### config.mk
export PLATFORM = sky130hd
export DESIGN_NAME = uart_rx_engine_flat
export DESIGN_NICKNAME = d
export VERILOG_FILES = /design/src/rtl/uart_rx_engine_if.sv /design/src/rtl/uart_rx_engine.sv /design/src/flat_wrapper.sv
export SDC_FILE = /design/constraint.sdc
export NUM_CORES = 1
export LEC_CHECK = 0
export BUFFER_PORTS_ARGS = -buffer_cell sky130_fd_sc_hd__buf_2
export CORE_ASPECT_RATIO = 1.4
export CORE_MARGIN = 10
export CORE_UTILIZATION = 30
export CTS_BUF_LIST = sky130_fd_sc_hd__clkbuf_4 sky130_fd_sc_hd__clkbuf_8 sky130_fd_sc_hd__clkbuf_16
export DETAILED_ROUTE_END_ITERATION = 10
export HOLD_SLACK_MARGIN = 0.12
export PLACE_DENSITY_LB_ADDON = 0.08
export SLEW_MARGIN = 25
export SYNTH_ARGS = -nofsm -noshare
export SYNTH_HDL_FRONTEND = slang
export SYNTH_SLANG_ARGS = --single-unit
### constraint.sdc
create_clock -name clk -period 2.4 [get_ports clk]
set_input_delay 0.12 -clock clk [delete_from_list [all_inputs] [get_ports clk]]
set_output_delay 0.12 -clock clk [all_outputs]
set_load 0.05 [all_outputs]
### src/rtl/uart_rx_engine_if.sv
// Receive-side handshake between uart_rx_engine (master) and its consumer (slave):
// held frame, its error flags, the sticky overrun flag and the consumer's ready.
interface uart_rx_engine_if #(
    parameter int DATA_BITS = 8
);
    logic [DATA_BITS-1:0] dat_o;
    logic                 valid;
    logic                 rdy;
    logic                 parErr;
    logic                 frmErr;
    logic                 ovrErr;

    modport master (
        output dat_o, valid, parErr, frmErr, ovrErr,
        input  rdy
    );

    modport slave (
        input  dat_o, valid, parErr, frmErr, ovrErr,
        output rdy
    );
endinterface

### src/rtl/uart_rx_engine.sv
// UART receive engine: oversampled start detection, mid-bit sampling, LSB-first payload,
// optional parity, 1/2 stop bits. Define UART_RX_MAJORITY_EN for 2-of-3 majority sampling.
module uart_rx_engine #(
    parameter int OVERSAMPLE = 8,
    parameter int DATA_BITS  = 8,
    parameter int PARITY     = 0,
    parameter int STOP_BITS  = 1
) (
    input  logic             clk,
    input  logic             arst,
    input  logic             brTick,
    input  logic             rx,
    output logic             busy,
    uart_rx_engine_if.master bus
);
    localparam int CNT_W = $clog2(OVERSAMPLE);
    localparam int BIT_W = $clog2(DATA_BITS);
    localparam logic [CNT_W-1:0] CNT_LAST = CNT_W'(OVERSAMPLE - 1);
    localparam logic [CNT_W-1:0] CNT_MID  = CNT_W'(OVERSAMPLE / 2);
    localparam logic [BIT_W-1:0] BIT_LAST = BIT_W'(DATA_BITS - 1);

    typedef enum logic [2:0] {
        sIdle,
        sStart,
        sData,
        sParity,
        sStop,
        sWaitHi
    } stateT;

    stateT                state;
    stateT                stateNext;
    logic                 rxMeta;
    logic                 rxS;
    logic [CNT_W-1:0]     cnt;
    logic [BIT_W-1:0]     bitCnt;
    logic                 stopCnt;
    logic [DATA_BITS-1:0] shiftReg;
    logic                 parErrAcc;
    logic                 frmErrAcc;
    logic                 bitVal;
    logic                 spNow;
    logic                 wrap;
    logic                 lastStop;
    logic                 parExp;
    logic                 startFrame;
    logic                 frameDone;

    // NOTE: sequential state uses non-blocking assignments so every flop samples pre-edge values.
    always_ff @(posedge clk or negedge arst) begin
        if (!arst) begin
            rxMeta <= 1'b1;
            rxS    <= 1'b1;
        end else begin
            rxMeta <= rx;
            rxS    <= rxMeta;
        end
    end

`ifdef UART_RX_MAJORITY_EN
    localparam logic [CNT_W-1:0] CNT_SP  = CNT_W'(OVERSAMPLE / 2 + 1);
    localparam logic [CNT_W-1:0] CNT_PRE = CNT_W'(OVERSAMPLE / 2 - 1);

    logic voteA;
    logic voteB;

    // The two early votes are captured here; the third is rxS at the decision tick itself.
    always_ff @(posedge clk or negedge arst) begin
        if (!arst) begin
            voteA <= 1'b1;
            voteB <= 1'b1;
        end else if (brTick) begin
            if (cnt == CNT_PRE) voteA <= rxS;
            if (cnt == CNT_MID) voteB <= rxS;
        end
    end

    assign bitVal = (voteA & voteB) | (voteA & rxS) | (voteB & rxS);
`else
    localparam logic [CNT_W-1:0] CNT_SP = CNT_MID;

    assign bitVal = rxS;
`endif

    assign spNow    = brTick && (cnt == CNT_SP);
    assign wrap     = brTick && (cnt == CNT_LAST);
    assign lastStop = (STOP_BITS == 1) || stopCnt;
    assign parExp   = (PARITY == 2) ? ^shiftReg : ~^shiftReg;
    assign busy     = (state != sIdle);

    always_ff @(posedge clk or negedge arst) begin
        if (!arst) state <= sIdle;
        else       state <= stateNext;
    end

    // NOTE: every always_comb output gets a default first so no path can infer a latch.
    always_comb begin
        stateNext  = state;
        startFrame = 1'b0;
        frameDone  = 1'b0;
        if (brTick) begin
            unique case (state)
                sIdle: begin
                    if (!rxS) begin
                        stateNext  = sStart;
                        startFrame = 1'b1;
                    end
                end
                sStart: begin
                    if (spNow && bitVal) stateNext = sIdle;
                    else if (wrap)       stateNext = sData;
                end
                sData: begin
                    if (wrap && (bitCnt == BIT_LAST))
                        stateNext = (PARITY != 0) ? sParity : sStop;
                end
                sParity: begin
                    if (wrap) stateNext = sStop;
                end
                sStop: begin
                    // Last stop bit is resolved at its sample point so a following start edge is caught.
                    if (spNow && lastStop) begin
                        frameDone = 1'b1;
                        stateNext = bitVal ? sIdle : sWaitHi;
                    end else if (wrap) begin
                        stateNext = sStop;
                    end
                end
                sWaitHi: begin
                    if (rxS) stateNext = sIdle;
                end
                default: stateNext = sIdle;
            endcase
        end
    end

    always_ff @(posedge clk or negedge arst) begin
        if (!arst) begin
            cnt       <= '0;
            bitCnt    <= '0;
            stopCnt   <= 1'b0;
            shiftReg  <= '0;
            parErrAcc <= 1'b0;
            frmErrAcc <= 1'b0;
        end else if (brTick) begin
            if (startFrame) begin
                cnt       <= '0;
                bitCnt    <= '0;
                stopCnt   <= 1'b0;
                parErrAcc <= 1'b0;
                frmErrAcc <= 1'b0;
            end else begin
                if (stateNext == sIdle) cnt <= '0;
                else                    cnt <= wrap ? '0 : cnt + 1'b1;
                if (state == sData && spNow)            shiftReg  <= {bitVal, shiftReg[DATA_BITS-1:1]};
                if (state == sData && wrap)             bitCnt    <= bitCnt + 1'b1;
                if (state == sParity && spNow)          parErrAcc <= bitVal ^ parExp;
                if (state == sStop && spNow && !bitVal) frmErrAcc <= 1'b1;
                if (state == sStop && wrap)             stopCnt   <= ~stopCnt;
            end
        end
    end

    // Output holding register: a completing frame wins over acceptance, an unaccepted one flags overrun.
    always_ff @(posedge clk or negedge arst) begin
        if (!arst) begin
            bus.dat_o  <= '0;
            bus.valid  <= 1'b0;
            bus.parErr <= 1'b0;
            bus.frmErr <= 1'b0;
            bus.ovrErr <= 1'b0;
        end else if (frameDone) begin
            bus.dat_o  <= shiftReg;
            bus.valid  <= 1'b1;
            bus.parErr <= (PARITY != 0) && parErrAcc;
            bus.frmErr <= frmErrAcc | ~bitVal;
            if (bus.valid && !bus.rdy)     bus.ovrErr <= 1'b1;
            else if (bus.valid && bus.rdy) bus.ovrErr <= 1'b0;
        end else if (bus.valid && bus.rdy) begin
            bus.valid  <= 1'b0;
            bus.ovrErr <= 1'b0;
        end
    end
endmodule

### src/flat_wrapper.sv
// flat-port wrapper written by rule: the top's interface ports become plain ports
module uart_rx_engine_flat 
#(
    parameter int OVERSAMPLE = 8,
    parameter int DATA_BITS  = 8,
    parameter int PARITY     = 0,
    parameter int STOP_BITS  = 1
)
  (clk, arst, brTick, rx, busy, bus_dat_o, bus_valid, bus_parErr, bus_frmErr, bus_ovrErr, bus_rdy);
  uart_rx_engine_if #(.DATA_BITS(DATA_BITS)) bus_i ();
  input  logic clk;
  input  logic arst;
  input  logic brTick;
  input  logic rx;
  output logic busy;
  output wire logic [$bits(bus_i.dat_o)-1:0] bus_dat_o;
  output wire logic [$bits(bus_i.valid)-1:0] bus_valid;
  output wire logic [$bits(bus_i.parErr)-1:0] bus_parErr;
  output wire logic [$bits(bus_i.frmErr)-1:0] bus_frmErr;
  output wire logic [$bits(bus_i.ovrErr)-1:0] bus_ovrErr;
  input wire logic [$bits(bus_i.rdy)-1:0] bus_rdy;
  assign bus_dat_o = bus_i.dat_o;
  assign bus_valid = bus_i.valid;
  assign bus_parErr = bus_i.parErr;
  assign bus_frmErr = bus_i.frmErr;
  assign bus_ovrErr = bus_i.ovrErr;
  assign bus_i.rdy = bus_rdy;
  uart_rx_engine #(.OVERSAMPLE(OVERSAMPLE), .DATA_BITS(DATA_BITS), .PARITY(PARITY), .STOP_BITS(STOP_BITS)) u_core (.clk(clk), .arst(arst), .brTick(brTick), .rx(rx), .busy(busy), .bus(bus_i));
endmodule
Word level (Yosys, flattened, before mapping):

Cells that the tools add are included.

* register bits: 31
* output and inout bits: 13

* add/sub/neg operators: 2
* equal/unequal tests: 8
* multiplexer cells: 28
* bitwise operators: 3
* reduce and logical (&&, ||, !) cells: 21

Operators by type and width (count)
* $mux 3: 14
* $pmux 3 s6: 1
* $eq 3x3->1 const B: 5
* $mux 1: 13
* $logic_and 1x1->1: 10
* $add 3x1->3 const B: 2
* $eq 3x2->1 const B: 2
* $logic_not 3->1: 2
* $reduce_bool 2->1: 3
* $reduce_and 2->1: 2
* $eq 3x1->1 const B: 1
* $reduce_and 3->1: 1
* $reduce_bool 3->1: 1
* $logic_not 1->1: 2
* $not 1->1: 2
* $or 1x1->1: 1

Depth between registers and ports, before layout:

* depth after elaboration: 9
* gate-level depth with buffers: 9

Worst setup path before layout:

No wires, ideal clock.

* path kind: flip-flop to flip-flop
* from: register u_core.cnt[0]
* to: register u_core.bus.dat_o[2]
* library setup time: 125 ps
* arrival: 1599 ps
* data required time: 2275 ps
* setup slack: 676 ps
* cell stages (with the launch flop): 8
* buffers on the path: 2
* cell sequence: dfrtp_1 inv_1 ha_1 nand3_1 or3_1 buf_2 buf_6 mux2_4

* cells in the longest elaborated chain, start to end: 5

Ends and longest elaborated chain
* start, declared: RTL line uart_rx_engine.sv:35 `logic [CNT_W-1:0] cnt;`
* start signal, assigned: RTL line uart_rx_engine.sv:154 `else cnt <= wrap ? '0 : cnt + 1'b1;`
* $eq 3x3->1: RTL line uart_rx_engine.sv:85 `assign spNow = brTick && (cnt == CNT_SP);`
* $logic_and 1x1->1: RTL line uart_rx_engine.sv:85
* $mux 1: RTL line uart_rx_engine.sv:122 `if (spNow && lastStop) begin`
* $mux 1: RTL line uart_rx_engine.sv:102 `unique case (state)`
* $mux 1: RTL line uart_rx_engine.sv:101 `if (brTick) begin`
* end signal, assigned: RTL line uart_rx_engine.sv:173 `bus.dat_o <= shiftReg;`
* end, declared: RTL line uart_rx_engine_if.sv:14 `output dat_o, valid, parErr, frmErr, ovrErr,`

No other way between the ends.
A chain may end at the register's enable or synchronous reset.

Final worst setup path:

* from: register u_core.cnt[0]
* to: register u_core.bus.dat_o[5]

The elaborated chain is that of the path after synthesis.

==> summary.txt <==
Status
  – Status: completed

Critical path
  – Startpoint types: flip-flop
  – CP Capture Type: flip-flop
  – CP arrival: 2.07 ns
  – CP required: 2.56 ns
  – Crit Path Category: reg2reg
  – Max FO, Critical Path: 13

Routing
  – Via count: 974
  – Post-route ant nets: 0
  – DRC: 0
  – Drt first pass iters: 4
  – Detailed Route WL: 2810 um
  – Drt via density: 4.77
  – Routed len/inst: 13.8 um
  – DRT iter0 DRCs: 46

Yosys
  – Mapped cell area: 0.00144 mm2
  – Synth Area in Adders: 4.34%
  – Post-synth top area share: 50.4%
  – Synth Area in Compound Gates: 9.56%
  – Avg Inst Size Synth: 11.8 um2
  – Distinct cell type count after synthesis: 34
  – Post-synth top area cell: dfrtp_1
  – Cells after Synth: 122
  – Post-Synth XOR/XNOR Area: 0.608%
  – Syn Nets: 132
  – Synth area leaders: dfrtp_1 50%, mux2_2 8.6%, mux2_4 5.2%
  – Simple-Gate Fraction of Synth Area: 11.3%
  – #FFs+latches synth: 31
  – Largest family of logic cells by synthesized area: multiplexers
  – Ys flop type: dfrtp_1
  – Ys Warns: 0
  – Sequential fraction of the synthesis area: 54.0%
  – Number of enable flip-flop cells after synthesis: 0
  – Post-synthesis mux area share: 15.2%
  – Async S/R FF share, synth: 100%

Clocking
  – CTS tree: built
  – CTS sink count: 31
  – CTS clock-pin slew for the worst setup and hold paths: 0.06 ns
  – H-Tree Depth: 2
  – TritonCTS Buffers: 5
  – Clock latency on the worst-skew pair: 0.28 ns
  – Max Root-Sink Buffers: 2
  – CTS Root Cell: clkbuf_8

Finish
  – Most common cell after layout, fill and taps aside: dfrtp_1
  – Area grow syn2layout: 16.0%
  – Most frequent cells in the layout: 29 x dfrtp_1, 16 x buf_2, 12 x nor2_1
  – Post-Layout Cell Count: 204
  – # nets final: 152
  – Share of layout cells above drive strength 1: 30.3%
  – N_diodes: 0
  – Final instance area: 0.00167 mm2

Worst hold path
  – Hold Path Class: in2reg

Die
  – Core Region: 0.00461 mm2
  – Die area: 0.00801 mm2
  – I/O pin cnt: 18
  – # rows: 29
  – Die Wd: 78.6 um
  – Die Ht: 102 um
  – Starting density of the core: 31.3%

Timing
  – Setup WS post-layout: 0.491 ns
  – Post-route clock period utilization: 79.5%
  – RSZ-0062 raised after global routing: no
  – Count of final hold-check violations: 0
  – Slew headroom: 53.4%
  – Worst slew pin tran: 0.698 ns
  – Tmin final: 1.91 ns
  – Fmax: 0.524 GHz
  – Final setup viols: 0
  – Clk_skew: 0.00250 ns
  – Slew Limit Fails: 0
  – Setup TNS: 0 ns

Placed design
  – Post-Place Cells: 194
  – Placed Area: 0.00155 mm2
  – Hpwl dp: 2050 um
  – Buffers added on ports: 16
  – Place WS: 0.474 ns
  – Routability congestion estimate: 0.748

Flow run
  – Max-Cap Viols: 0

Power and ir drop
  – Leakage power: 0.859 nW
  – PD cells: 631 mW/mm2
  – Tot Pwr: 1.05 mW
  – Max VDD drop: 0.239 mV

Global routing
  – Pin count of the biggest net entering global routing: 32
  – Grt total ovfl: 0
  – Initial antenna violation count: 0
  – Tot GR Track Use: 7.82%
  – First-pass GRT wire length: 4920 um
  – Vias in the first global route: 1,042
-- power by group --
group	switching, mW	leakage, nW	internal, mW
clock	0.183	0.0470	0.224
combinational	0.0657	0.389	0.0302
sequential	0.0140	0.423	0.536
-- synthesized netlist by cell type, types with 2 or more instances --
cell / instances
mux2_4: 5
nor3_1: 3
nand4_1: 2
a32oi_1: 2
dfrtp_1: 29
mux2_2: 11
mux2i_1: 2
nand3_1: 5
buf_2: 3
buf_6: 2
dfstp_2: 2
nor2_1: 12
inv_1: 6
a21boi_0: 2
nand2_1: 5
o21ai_0: 9
ha_1: 5
-- path summary, 6_finish.rpt --
kind	startpoint	endpoint	slack, ns	cells past startpoint
setup / recovery	u_core.cnt[0]	u_core.bus.dat_o[5]	0.49	5
hold / removal	brTick	u_core.state[2]	0.19	3
setup reg to reg	u_core.cnt[0]	u_core.bus.dat_o[5]	0.49	5
hold reg to reg	u_core.rxMeta	u_core.bitVal	0.36	0
max in group asynchronous	arst	u_core.bitCnt[0]	1.53	2
min in group asynchronous	arst	u_core.shiftReg[1]	0.42	2
-- through the flow --
step	utilization (%)	hold WS, ns
after CTS	36.2	0.188
after floorplan	-	-0.176
after global placement	33.7	0.210
after global routing	36.2	0.209
final	36.2	0.191
after detailed placement	33.7	0.214
-- what timing repair did --
item | CTS | global route
hold endpoints to repair | 32 | 0
gates resized for setup | 0 | 0
setup buffers | 0 | 0
setup endpoints to repair | 0 | 0
hold buffers | 3 | 0
-- final cells by class --
class	instances	area, um2
flip-flops and latches	31	778
clock buffers	6	82.6
well taps	62	77.6
repair buffers	19	110
multi-input cells	79	594
clock inverters	1	5.00
inverters	6	22.5
fillers	506	2940
-- cell families after synthesis --
family                   count (synthesis)
multiplexers                            18
other                                    1
adder cells (fa/ha/maj)                  5
AO/OA/AOI/OAI                           21
XOR/XNOR                                 1
AND/OR/NAND/NOR                         33
flip-flops                              31
buffers and inverters                   12
-- registers in the layout, summed over array words and instances, names as in the netlist, named ones only --
name and flops:
u_core.bus.valid 1, u_core.shiftReg 8, u_core.bus.frmErr 1, u_core.frmErrAcc 1, u_core.rxMeta 1, u_core.bus.dat_o 8
u_core.bitVal 1, u_core.cnt 3, u_core.bitCnt 3, u_core.state 3
-- worst max-delay path: stages (launching register included) --
cell and delay (ns):
dfrtp_1 0.39, inv_1 0.11, ha_1 0.17, nand3_1 0.10
or3_1 0.63, mux2_4 0.39
-- per-layer routing --
layer  up-vias  wire length, um  GRT usage, %  part of all wire [%]
li1        465                -             -                     -
met5         -                0             0                     0
met1       484             1100          7.62                    39
met3         5              180          3.69                   6.4
met2        20             1470          13.4                    52
met4         0               57          4.43                   2.0
No activity file was read; power rests on OpenSTA's default activity.
